`config.mk`:
```
export PLATFORM = sky130hd
export DESIGN_NAME = mips_hazard_ctrl
export DESIGN_NICKNAME = d
export VERILOG_FILES = /design/src/rtl/mips_hazard_ctrl.sv
export SDC_FILE = /design/constraint.sdc
export NUM_CORES = 1
export LEC_CHECK = 0
export CAP_MARGIN = 10
export CORE_ASPECT_RATIO = 1.2
export CORE_MARGIN = 2
export CORE_UTILIZATION = 30
export CTS_BUF_LIST = sky130_fd_sc_hd__clkbuf_4
export CTS_CLUSTER_SIZE = 20
export DETAILED_ROUTE_END_ITERATION = 10
export GPL_TIMING_DRIVEN = 0
export PLACE_DENSITY = 0.76
export SYNTH_ARGS = -nofsm -noshare
export SYNTH_HDL_FRONTEND = slang
export SYNTH_SLANG_ARGS = --single-unit
```
`constraint.sdc`:
```
create_clock -name clk -period 2.36 [get_ports clk]
set_clock_uncertainty 0.2 [all_clocks]
set_input_delay 0.472 -clock clk [delete_from_list [all_inputs] [get_ports clk]]
set_output_delay 0.472 -clock clk [all_outputs]
set_load 0.02 [all_outputs]
```
`src/rtl/mips_hazard_ctrl.sv`:
```
// Hazard/flush controller for the five-stage MIPS pipeline.
// Owns the MDU busy counter that serialises HI/LO access.
module mips_hazard_ctrl #(
  parameter int MULT_CYC = 5,
  parameter int DIV_CYC  = 10
) (
  input  logic       clk,
  input  logic       reset,
  input  logic [4:0] rs_D,
  input  logic [4:0] rt_D,
  input  logic [1:0] tuse_rs_D,
  input  logic [1:0] tuse_rt_D,
  input  logic [4:0] A3E,
  input  logic [4:0] A3M,
  input  logic       RegWriteE,
  input  logic       RegWriteM,
  input  logic [1:0] tnew_E,
  input  logic [1:0] tnew_M,
  input  logic       md_D,
  input  logic       startE,
  input  logic       divE,
  input  logic       exc_req,
  output logic       en_F,
  output logic       en_D,
  output logic       clr_D,
  output logic       clr_E,
  output logic       clr_M,
  output logic       busy,
  output logic       stall
);

  localparam logic [3:0] MULT_N = 4'(MULT_CYC);
  localparam logic [3:0] DIV_N  = 4'(DIV_CYC);

  logic [3:0] cnt;
  logic       cnt_nz;
  logic       start_ok;
  logic       haz_rs;
  logic       haz_rt;
  logic       haz_md;

  assign cnt_nz   = (cnt != 4'd0);
  // A start coinciding with an exception is squashed with its instruction
  assign start_ok = startE & ~exc_req;

  always_ff @(posedge clk or posedge reset) begin
    if (reset) begin
      cnt <= 4'd0;
    end else if (start_ok && !cnt_nz) begin
      cnt <= divE ? DIV_N : MULT_N;
    end else if (cnt_nz) begin
      cnt <= cnt - 4'd1;
    end
  end

  always_comb begin
    haz_rs = 1'b0;
    haz_rt = 1'b0;
    if (rs_D != 5'd0 && tuse_rs_D != 2'd3) begin
      haz_rs = (RegWriteE && A3E == rs_D && tnew_E > tuse_rs_D) ||
               (RegWriteM && A3M == rs_D && tnew_M > tuse_rs_D);
    end
    if (rt_D != 5'd0 && tuse_rt_D != 2'd3) begin
      haz_rt = (RegWriteE && A3E == rt_D && tnew_E > tuse_rt_D) ||
               (RegWriteM && A3M == rt_D && tnew_M > tuse_rt_D);
    end
  end

  always_comb begin
    busy   = cnt_nz | start_ok;
    haz_md = md_D & busy;
    stall  = haz_rs | haz_rt | haz_md;
    en_F   = ~stall;
    en_D   = ~stall;
    clr_D  = 1'b0;
    clr_E  = stall;
    clr_M  = 1'b0;
    // Flush wins: PC must load the handler and younger stages die
    if (exc_req) begin
      en_F  = 1'b1;
      en_D  = 1'b1;
      clr_D = 1'b1;
      clr_E = 1'b1;
      clr_M = 1'b1;
    end
  end

endmodule

```
==> summary.md <==
| Metric | Value |
|---|---|
| First-pass GRT wire length | 4120 um |
| Final-layout setup total negative slack | -0.722 ns |
| Fraction of layout cells with a size suffix above 1 | 58.2% |
| Tcrit/Tclk final | 109% |
| Detail-routed via count per cell | 5.00 |
| Arrival time worst endpoint | 1.91 ns |
| Post-synth net total | 143 |
| Kind of end point of the critical path | output port |
| Count of state elements after synthesis | 4 |
| Largest net degree at the start of global routing | 7 |
| GR Util All Layers | 18.7% |
| Yosys warnings | 0 |
| Clock tree root buffer cell | sky130_fd_sc_hd__clkbuf_4 |
| Origin of the critical flop-to-flop path | cnt[1] |
| Crit Path Max Fanout | 2 |
| Critical setup path kind | primary input to output port |
| Slew Limit Fails | 0 |
| Status | complete, but fails checks |
| Total core area | 2480 um2 |
| Highest achievable clock rate | 388 MHz |
| Remaining antenna violation count after routing | 0 |
| Final hold violation count | 0 |
| Number of remaining DRC errors | 0 |
| Largest area contributor in the netlist | sky130_fd_sc_hd__xnor2_1 |
| Synth-to-layout area growth | 95.4% |
| Largest registers ranked by flip-flop count | cnt x4 |
| Number of inserted diodes | 0 |
| Net switching share of the total power | 41.9% |
| Pre-CTS setup slack | -1.10 ns |
| Distinct cell type count of the synthesized netlist | 25 |
| Number of synthesized flops with an enable pin | 0 |
| Number of inserted filler cells in the final layout | 211 |
| Total of endpoints with negative setup slack in the final report | 4 |
| Port-buffer cells | 42 |
| HPWL after detailed placement | 1930 um |
| Overall power consumption | 0.670 mW |
| Power share of the sequential group | 20.9% |
| Initial antenna violation count | 0 |
| Clock input transition at the sequential cells of the worst setup and hold paths | 0.04 ns |
| Post-route cell area | 1490 um2 |
| Kind of start point of the critical path | primary input |
| Weighted congestion at the end of routability-driven global placement | 0.786 |
| FP Rows | 20 |
| Die Y-Extent | 59.2 um |
| Num CTS Buffers | 3 |
| Chip width | 50.0 um |
| Routed via count | 895 |
| CTS tree | done |
| Clk Latency, worst-skew pair | 0.25 ns |
| Remaining max-slew budget at the tightest pin | 78.3% |
| Num ports | 43 |
| Initial Utilization | 30.7% |
| Final-layout worst hold slack | 0.196 ns |
| Total congestion overflow | 0 |
| Violations in the final reports | setup timing |
| Power per unit of standard cell area | 451 nW/um2 |
| Static Leakage | 0.628 nW |
| Actual transition at the worst max-transition pin | 0.325 ns |
| Dpl cell area | 1270 um2 |
| Average instance area after synthesis | 7.84 um2 |
| Count of H-tree levels built during CTS | 1 |
| Overall routed net length | 2500 um |
| Time the worst path needs with I/O delays and setup | 2.58 ns |
| Critical Path RT | 1.69 ns |
| Routed WL per cell | 14.0 um |
| First drt pass iteration count | 4 |
| Synthesized instance count | 97 |
| Combinational cell fraction of total power | 65.3% |
| CP Launch Point | tuse_rt_D[1] |
| Internal power | 0.389 mW |
| Biggest area contributors in the synthesized netlist | sky130_fd_sc_hd__xnor2_1 (21%), sky130_fd_sc_hd__ha_1 (16%), sky130_fd_sc_hd__dfrtp_1 (13%), sky130_fd_sc_hd__nand3_1 (5.9%), sky130_fd_sc_hd__inv_1 (5.4%) |
| Largest voltage drop on the vdd net | 263 uV |
| Reg-to-reg slack, setup | 0.73 ns |
| Dominant cell by count in the synthesized netlist | sky130_fd_sc_hd__xnor2_1 |
| Mapped cell area | 761 um2 |
| Most frequently used flop master after synthesis | sky130_fd_sc_hd__dfrtp_1 |
| Net Switching | 0.280 mW |
| Most frequent cells after synthesis | sky130_fd_sc_hd__xnor2_1 (18), sky130_fd_sc_hd__inv_1 (11), sky130_fd_sc_hd__ha_1 (10) |
| Number of nets in the final layout | 194 |
| Area of the die | 2960 um2 |
| Number of global-route vias before repair | 982 |
| Clock tree buffer depth | 2 |
| Async S/R FF share, synth | 100% |
| Final Worst Setup Slack | -0.218 ns |
| Post-synth top area share | 20.7% |
| TritonCTS Sinks | 4 |
| Setup repair after global routing missed its margin | yes |
| Register name with the most flops | cnt |
| First DRT Iteration DRCs | 10 |
| Number of buffers added to fix hold violations after cts | 0 |
| Worst Hold Class | primary input to async pin |
| Share of the yosys chip area belonging to registers | 13.2% |
| Worst r2r dst | cnt[0] |
| Clock Power Share | 13.8% |
| Worst-case reg-to-reg path depth | 6 |
| Max-capacitance violation count | 0 |
| Flip-flop count of the largest register after layout | 4 |
-- worst max-delay path by stage --
stage | endpoint | slack [ns] | cells after the start
floorplan | en_F | 0.02 | 8
global placement | en_F | -1.05 | 10
detailed placement | en_F | -1.10 | 9
CTS | en_F | -0.24 | 10
global route | en_F | -0.29 | 8
finish | en_F | -0.22 | 10
-- final cells by class --
class | count | area, um2 | share of cell area [%]
tap | 33 | 41.3 | 2.78
multi-input combinational | 78 | 876 | 58.9
timing repair buffer | 47 | 364 | 24.5
sequential | 4 | 100 | 6.73
clock buffer | 3 | 22.5 | 1.52
inverter | 11 | 56.3 | 3.79
buffer | 3 | 26.3 | 1.77
-- per-layer routing --
layer | vias to the layer above | global-route usage, % | part of all wire (%)
met5 | - | 0 | 0
met4 | 0 | 11.9 | 3.9
met3 | 8 | 1.77 | 5.2
met2 | 39 | 40.0 | 58
met1 | 415 | 16.0 | 33
li1 | 433 | - | -
-- kinds of logic (layout without fill, tap and decap cells) --
| group | after synthesis | after routing | share of synthesized area, % |
|---|---|---|---|
| simple gates | 32 | 32 | 24.0 |
| xor+xnor | 22 | 22 | 25.3 |
| buf+inv | 15 | 64 | 9.05 |
| compound gates | 13 | 13 | 10.7 |
| fa+ha+maj | 10 | 10 | 16.4 |
| flops | 4 | 4 | 13.2 |
| mux | 1 | 1 | 1.32 |
-- cell usage in the layout, fill, tap and decap left out, drive strengths merged --
cell	instances
nand3	9
a31o	1
nand2b	2
inv	11
dfrtp	4
xnor2	18
a21oi	8
nor4	4
clkbuf	15
buf	25
nor2	4
nand2	7
ha	10
nand4b	1
or4	1
a22oi	1
clkdlybuf4s15	2
mux2i	1
or3b	1
o21ai	2
dlygate4sd2	6
nor2b	1
clkdlybuf4s50	5
xor2	4
o221ai	1
nor3	2
-- power by group through the flow --
stage	clock [mW]	sequential [mW]	combinational, mW
floorplan	0	0.130	0.228
global placement	0	0.135	0.355
detailed placement	0	0.137	0.372
CTS	0.0959	0.135	0.408
global route	0.100	0.143	0.476
finish	0.0923	0.140	0.437
-- metrics by stage --
stage | util (%) | std cells
global route | 60.0 | 179
finish | 60.0 | 179
floorplan | - | 97
CTS | 58.0 | 177
detailed placement | 51.2 | 172
global placement | 51.2 | 172
-- repair_timing --
item | 4_1_cts | 5_1_grt
setup endpoints to repair | 7 | 5
endpoints found under the hold margin | 0 | 0
pin swaps | 28 | 24
setup buffers | 3 | 2
resized for setup | 130 | 44
-- critical path, cell delays in order --
cell	delay, ns
sky130_fd_sc_hd__buf_8	0.10
sky130_fd_sc_hd__inv_6	0.05
sky130_fd_sc_hd__ha_4	0.19
sky130_fd_sc_hd__nand2_2	0.06
sky130_fd_sc_hd__nand3_2	0.10
sky130_fd_sc_hd__nor4_4	0.31
sky130_fd_sc_hd__o221ai_4	0.15
sky130_fd_sc_hd__a31o_4	0.23
sky130_fd_sc_hd__buf_6	0.11
sky130_fd_sc_hd__buf_6	0.12
No activity file was read; power rests on OpenSTA's default activity.
==> RTL change 1: new RTL, same settings <==
Register the input `divE` before use, cleared by the reset. The logic sees it one clock later. The other inputs are not delayed to match.
--- a/src/rtl/mips_hazard_ctrl.sv
+++ b/src/rtl/mips_hazard_ctrl.sv
@@ -33,4 +33,14 @@
   localparam logic [3:0] DIV_N  = 4'(DIV_CYC);
 
+  logic divE_q;
+
+  always_ff @(posedge clk or posedge reset) begin
+    if (reset) begin
+      divE_q <= '0;
+    end else begin
+      divE_q <= divE;
+    end
+  end
+
   logic [3:0] cnt;
   logic       cnt_nz;
@@ -48,5 +58,5 @@
       cnt <= 4'd0;
     end else if (start_ok && !cnt_nz) begin
-      cnt <= divE ? DIV_N : MULT_N;
+      cnt <= divE_q ? DIV_N : MULT_N;
     end else if (cnt_nz) begin
       cnt <= cnt - 4'd1;
Function: changed (a bounded check fails within 10 cycles, from zero or initial values and one cycle with reset high).
==> RTL change 1 against the unedited design <==
The run still ends with negative setup slack left; synthesized cell count unchanged; final area about the same; area after synthesis increased by 1.8%; first-iteration DRC count increased by 20%; power increased by 2.8%; non-clock buffer count increased by 1; worst setup slack got worse by 0.082 ns; die area increased by 1.7%; register-to-register slack got worse by 0.27 ns; combinational power decreased by 5.3%; sequential cell count increased by 1; routed wire length decreased by 1.0%; critical path type unchanged; largest power group unchanged.
==> RTL change 1: results (changes against the unedited design) <==
Routing
  • Per-cell routed wire length: 13.59 µm (-2.6%)
  • Overall routed net length: 2474 µm (-1.0%)
  • Via density: 4.835 (-3.3%)
  • Drt initial violations: 12 (+2)

Global routing
  • M3 GR Usage: 0.02000 (+0.002323)
  • All-Layer GR Usage: 0.1717 (-0.01530)
  • Met2 usage: 0.3590 (-0.04098)
  • Number of global-route vias before repair: 993 (+1.1%)
  • Met1 Track Usage GR: 0.1636 (+0.003919)
  • First-pass GRT wire length: 3995 µm (-3.0%)

Power
  • Leakage dissipation: 0.6237 nW (-0.66%)
  • Worst vdd ir: 0.0003132 V (+19%)
  • Pint: 416.7 µW (+7.0%)

Status
  • Failing checks: negative setup slack
  • Status: finished with violations

STA
  • Post-Route Setup TNS: -0.9213 ns (-0.1993 ns)
  • Worst Tran Pin Value: 0.2997 ns (-0.02538 ns)
  • Endpoints failing setup: 4 (unchanged)
  • Worst setup margin: -0.2999 ns (-0.08155 ns)

Synthesis
  • Syn Nets: 143 (unchanged)
  • Top post-synthesis cells by area: xnor2_1 (19%), dfrtp_1 (16%), ha_1 (16%), nand3_1 (5.8%), inv_1 (5.8%)
  • Synth warn: 0 (unchanged)
  • Register area share after synthesis: 0.1616 (+0.02997)
  • Top post-synthesis cells by count: xnor2_1 (17), inv_1 (12), ha_1 (10), nand3_1 (9), a21oi_1 (7)
  • Netlist cell types: 24 (-4.0%)
  • Mapped Cells: 97 (unchanged)

Final layout
  • Layout cells sized above 1: 0.4362 (-0.1460)
  • Top flop regs: cnt (4), divE_q (1)
  • Final nets: 196 (+1.0%)

Clocking
  • Clock Latency Late Sink: 0.24 ns
  • Worst-case clock buffer depth: 2 (unchanged)

Placement
  • Port bufs: 42 (unchanged)
  • Pre-CTS WS: -1.128 ns (-0.03120 ns)
  • GP Congestion: 0.7553 (-3.8%)
  • DP HPWL: 1899 µm (-1.5%)
  • Area after DPL: 1286 µm² (+1.4%)

Critical path
  • CP arrival: 1.99 ns (+0.08 ns)
RTL change 1: area by class of cell:
class,instances,area (µm²)
multi-input cells,77,808.3
plain buffers,3,26.28
fillers,221,1017
well taps,33,41.29
inverters,12,50.05
repair buffers,48,404.1
clock buffers,4,30.03
flip-flops and latches,5,125.1
RTL change 1: kinds of logic after synthesis:
| logic type | synth area share |
|---|---|
| compound gates | 0.1276 |
| xor+xnor | 0.2375 |
| fa+ha+maj | 0.1616 |
| buf+inv | 0.08723 |
| flops | 0.1616 |
| simple gates | 0.2245 |
RTL change 1: what timing repair did:
action	CTS	global route
gates resized for setup	109	23
hold buffers	0	0
pin swaps	26	12
hold endpoints to repair	0	0
cloned	0	0
setup buffers	4	2
setup endpoints to repair	7	5
RTL change 1: final timing paths:
path | cells past startpoint | slack, ns | from | to
max reg2reg | 6 | 0.46 | cnt[1] | cnt[0]
min | 2 | 0.23 | reset | cnt[0]
min reg2reg | 1 | 0.30 | cnt[3] | cnt[3]
max | 11 | -0.30 | tnew_E[0] | en_F
min in group clk | 1 | 0.30 | cnt[3] | cnt[3]
max in group asynchronous | 2 | 1.56 | reset | cnt[3]
RTL change 1: worst max-delay path, stage by stage:
cell and delay [ns]:
buf_6 0.08, inv_4 0.03, buf_6 0.10, ha_4 0.21, nand2_4 0.08, nand3_4 0.08
nor4_4 0.30, o221ai_2 0.15, a31o_4 0.25, buf_6 0.11, buf_6 0.12
RTL change 1: power groups by stage:
stage	sequential (mW)	combinational (mW)	clock, mW
floorplan	0.153	0.222	0
detailed placement	0.165	0.360	0
global route	0.171	0.455	0.119
finish	0.165	0.414	0.110
CTS	0.164	0.356	0.114
global placement	0.161	0.346	0
RTL change 1: routing by layer:
metal  up-vias  wire length, µm
li1        439                -
met1       411              880
met2        28             1478
met3         2              106
met4         0                8
met5         -                0
==> RTL change 2: new RTL, same settings <==
Made on the original files. The parameter `DIV_CYC` goes from 10 to 7.
--- a/src/rtl/mips_hazard_ctrl.sv
+++ b/src/rtl/mips_hazard_ctrl.sv
@@ -3,5 +3,5 @@
 module mips_hazard_ctrl #(
   parameter int MULT_CYC = 5,
-  parameter int DIV_CYC  = 10
+  parameter int DIV_CYC  = 7
 ) (
   input  logic       clk,
Check against the original RTL: not equivalent (a bounded check fails within 10 cycles, from zero or initial values and one cycle with reset high).
==> RTL change 2 against the unedited design <==
Power shrank 15%; sequential cell count unchanged; die area is 2.9% lower; sequential power fell by 10%; area after synthesis shrank 3.1%; final cell count fell by 5.0%; routed wire length decreased by 14%; fmax shrank 1.1%; final area fell by 8.6%; the flow still finishes with violations (negative setup slack); global-route usage down 2.0 points; worst setup slack got worse by 0.029 ns; critical endpoint unchanged.
==> RTL change 2: results (changes against the unedited design) <==
Status
  • Status: finished with violations
  • Failing checks: negative setup slack

Global routing
  • Initial antenna violation count: 0 (unchanged)
  • All-Layer GR Usage: 0.1673 (-0.01967)
  • First-pass GRT wire length: 3746 µm (-9.1%)
  • M3 GR Usage: 0.05330 (+0.03562)
  • Pin count of the biggest net entering global routing: 6 (-1)
  • Met2 usage: 0.3243 (-0.07568)
  • Met1 Track Usage GR: 0.1714 (+0.01169)
  • Number of global-route vias before repair: 873 (-11%)

STA
  • Worst Tran Pin Value: 0.2892 ns (-0.03589 ns)
  • Endpoints failing setup: 4 (unchanged)
  • Final Max Slew Viols: 0 (unchanged)
  • Worst setup margin: -0.2476 ns (-0.02925 ns)

Power
  • Sequential share of power: 0.220 (+0.011)
  • Net Sw Frac: 0.3950 (-0.02363)
  • Comb pwr: 359 µW (-18%)
  • Leakage dissipation: 0.5620 nW (-10%)
  • Worst vdd ir: 0.0004418 V (+68%)
  • NetSw: 226.0 µW (-19%)

Synthesis
  • Register area share after synthesis: 0.1358 (+0.004244)
  • Top post-synthesis cells by count: xnor2_1 (16), inv_1 (11), ha_1 (10), nand3_1 (9), nand2_1 (8)
  • Netlist cell types: 27 (+8.0%)
  • Top post-synthesis cells by area: xnor2_1 (19%), ha_1 (17%), dfrtp_1 (14%), nand3_1 (6.1%), inv_1 (5.6%)
  • Syn Nets: 138 (-3.5%)
  • Mapped Cells: 92 (-5.2%)

Critical path
  • CP startpoint: tnew_M[0]
  • R2R setup slack: 0.68 ns (-0.05 ns)
  • Max incr delay on CP: 0.34 ns (+0.03 ns)
  • Worst R2R Path Depth: 6 (unchanged)
  • CP max-delay cell: nor4_4
  • Worst-path fanout max: 2 (unchanged)
  • CP arrival: 1.94 ns (+0.03 ns)
  • Worst r2r src: cnt[0]

Placement
  • GP Congestion: 0.8312 (+5.8%)
  • DP HPWL: 1807 µm (-6.2%)
  • Pre-CTS WS: -1.252 ns (-0.1551 ns)
  • Placed cell count: 165 (-4.1%)
  • Area after DPL: 1270 µm² (about the same)

Clocking
  • CTS Buf Count: 3 (unchanged)
  • CTS root buffer: clkbuf_4
  • Clock Latency Late Sink: 0.24 ns
  • Setup bufs post-CTS: 2 (-1)
  • Resized cells post-CTS: 131 (+0.77%)

Routing
  • Drt initial violations: 8 (-2)
  • Overall routed net length: 2155 µm (-14%)
  • WL met3: 145 µm (+11%)
  • M1 WL: 835 µm (+1.2%)
  • WL met2: 1140 µm (-21%)
  • Via Count: 828 (-7.5%)
  • Uppermost layer routed: met4
  • Drt pass-1 iters: 4 (unchanged)
  • Per-cell routed wire length: 12.68 µm (-9.2%)

Final layout
  • Final nets: 187 (-3.6%)
  • Layout cells sized above 1: 0.4532 (-0.1290)

Hold path
  • Hold crit path type: input port to async pin
RTL change 2: cell families (layout without fill, tap and decap cells):
kind of cell | after synthesis | in the layout | synth area share
and+or+nand+nor | 31 | 31 | 0.2360
adders and majority gates | 10 | 10 | 0.1698
muxes | 2 | 2 | 0.02886
DFF | 4 | 4 | 0.1358
buffers and inverters | 14 | 61 | 0.08659
xor gates and xnor gates | 20 | 20 | 0.2377
AOI/OAI and AO/OA | 11 | 11 | 0.1053
RTL change 2: cell type report:
class / instances / area [µm²]
timing repair buffer: 44 / 371.6
buffer: 3 / 26.28
tap: 31 / 38.79
clock buffer: 3 / 22.52
multi-input combinational: 74 / 730.7
inverter: 11 / 68.82
sequential: 4 / 100.1
fill: 215 / 947.2
RTL change 2: through the flow:
step                      hold WS, ns  TNS [ns]
after floorplan               0.03808  -0.01247
after CTS                      0.2207   -0.6405
final                          0.2112   -0.7113
after global placement         0.2924    -4.645
after detailed placement       0.3116    -4.790
after global routing           0.2477   -0.9147
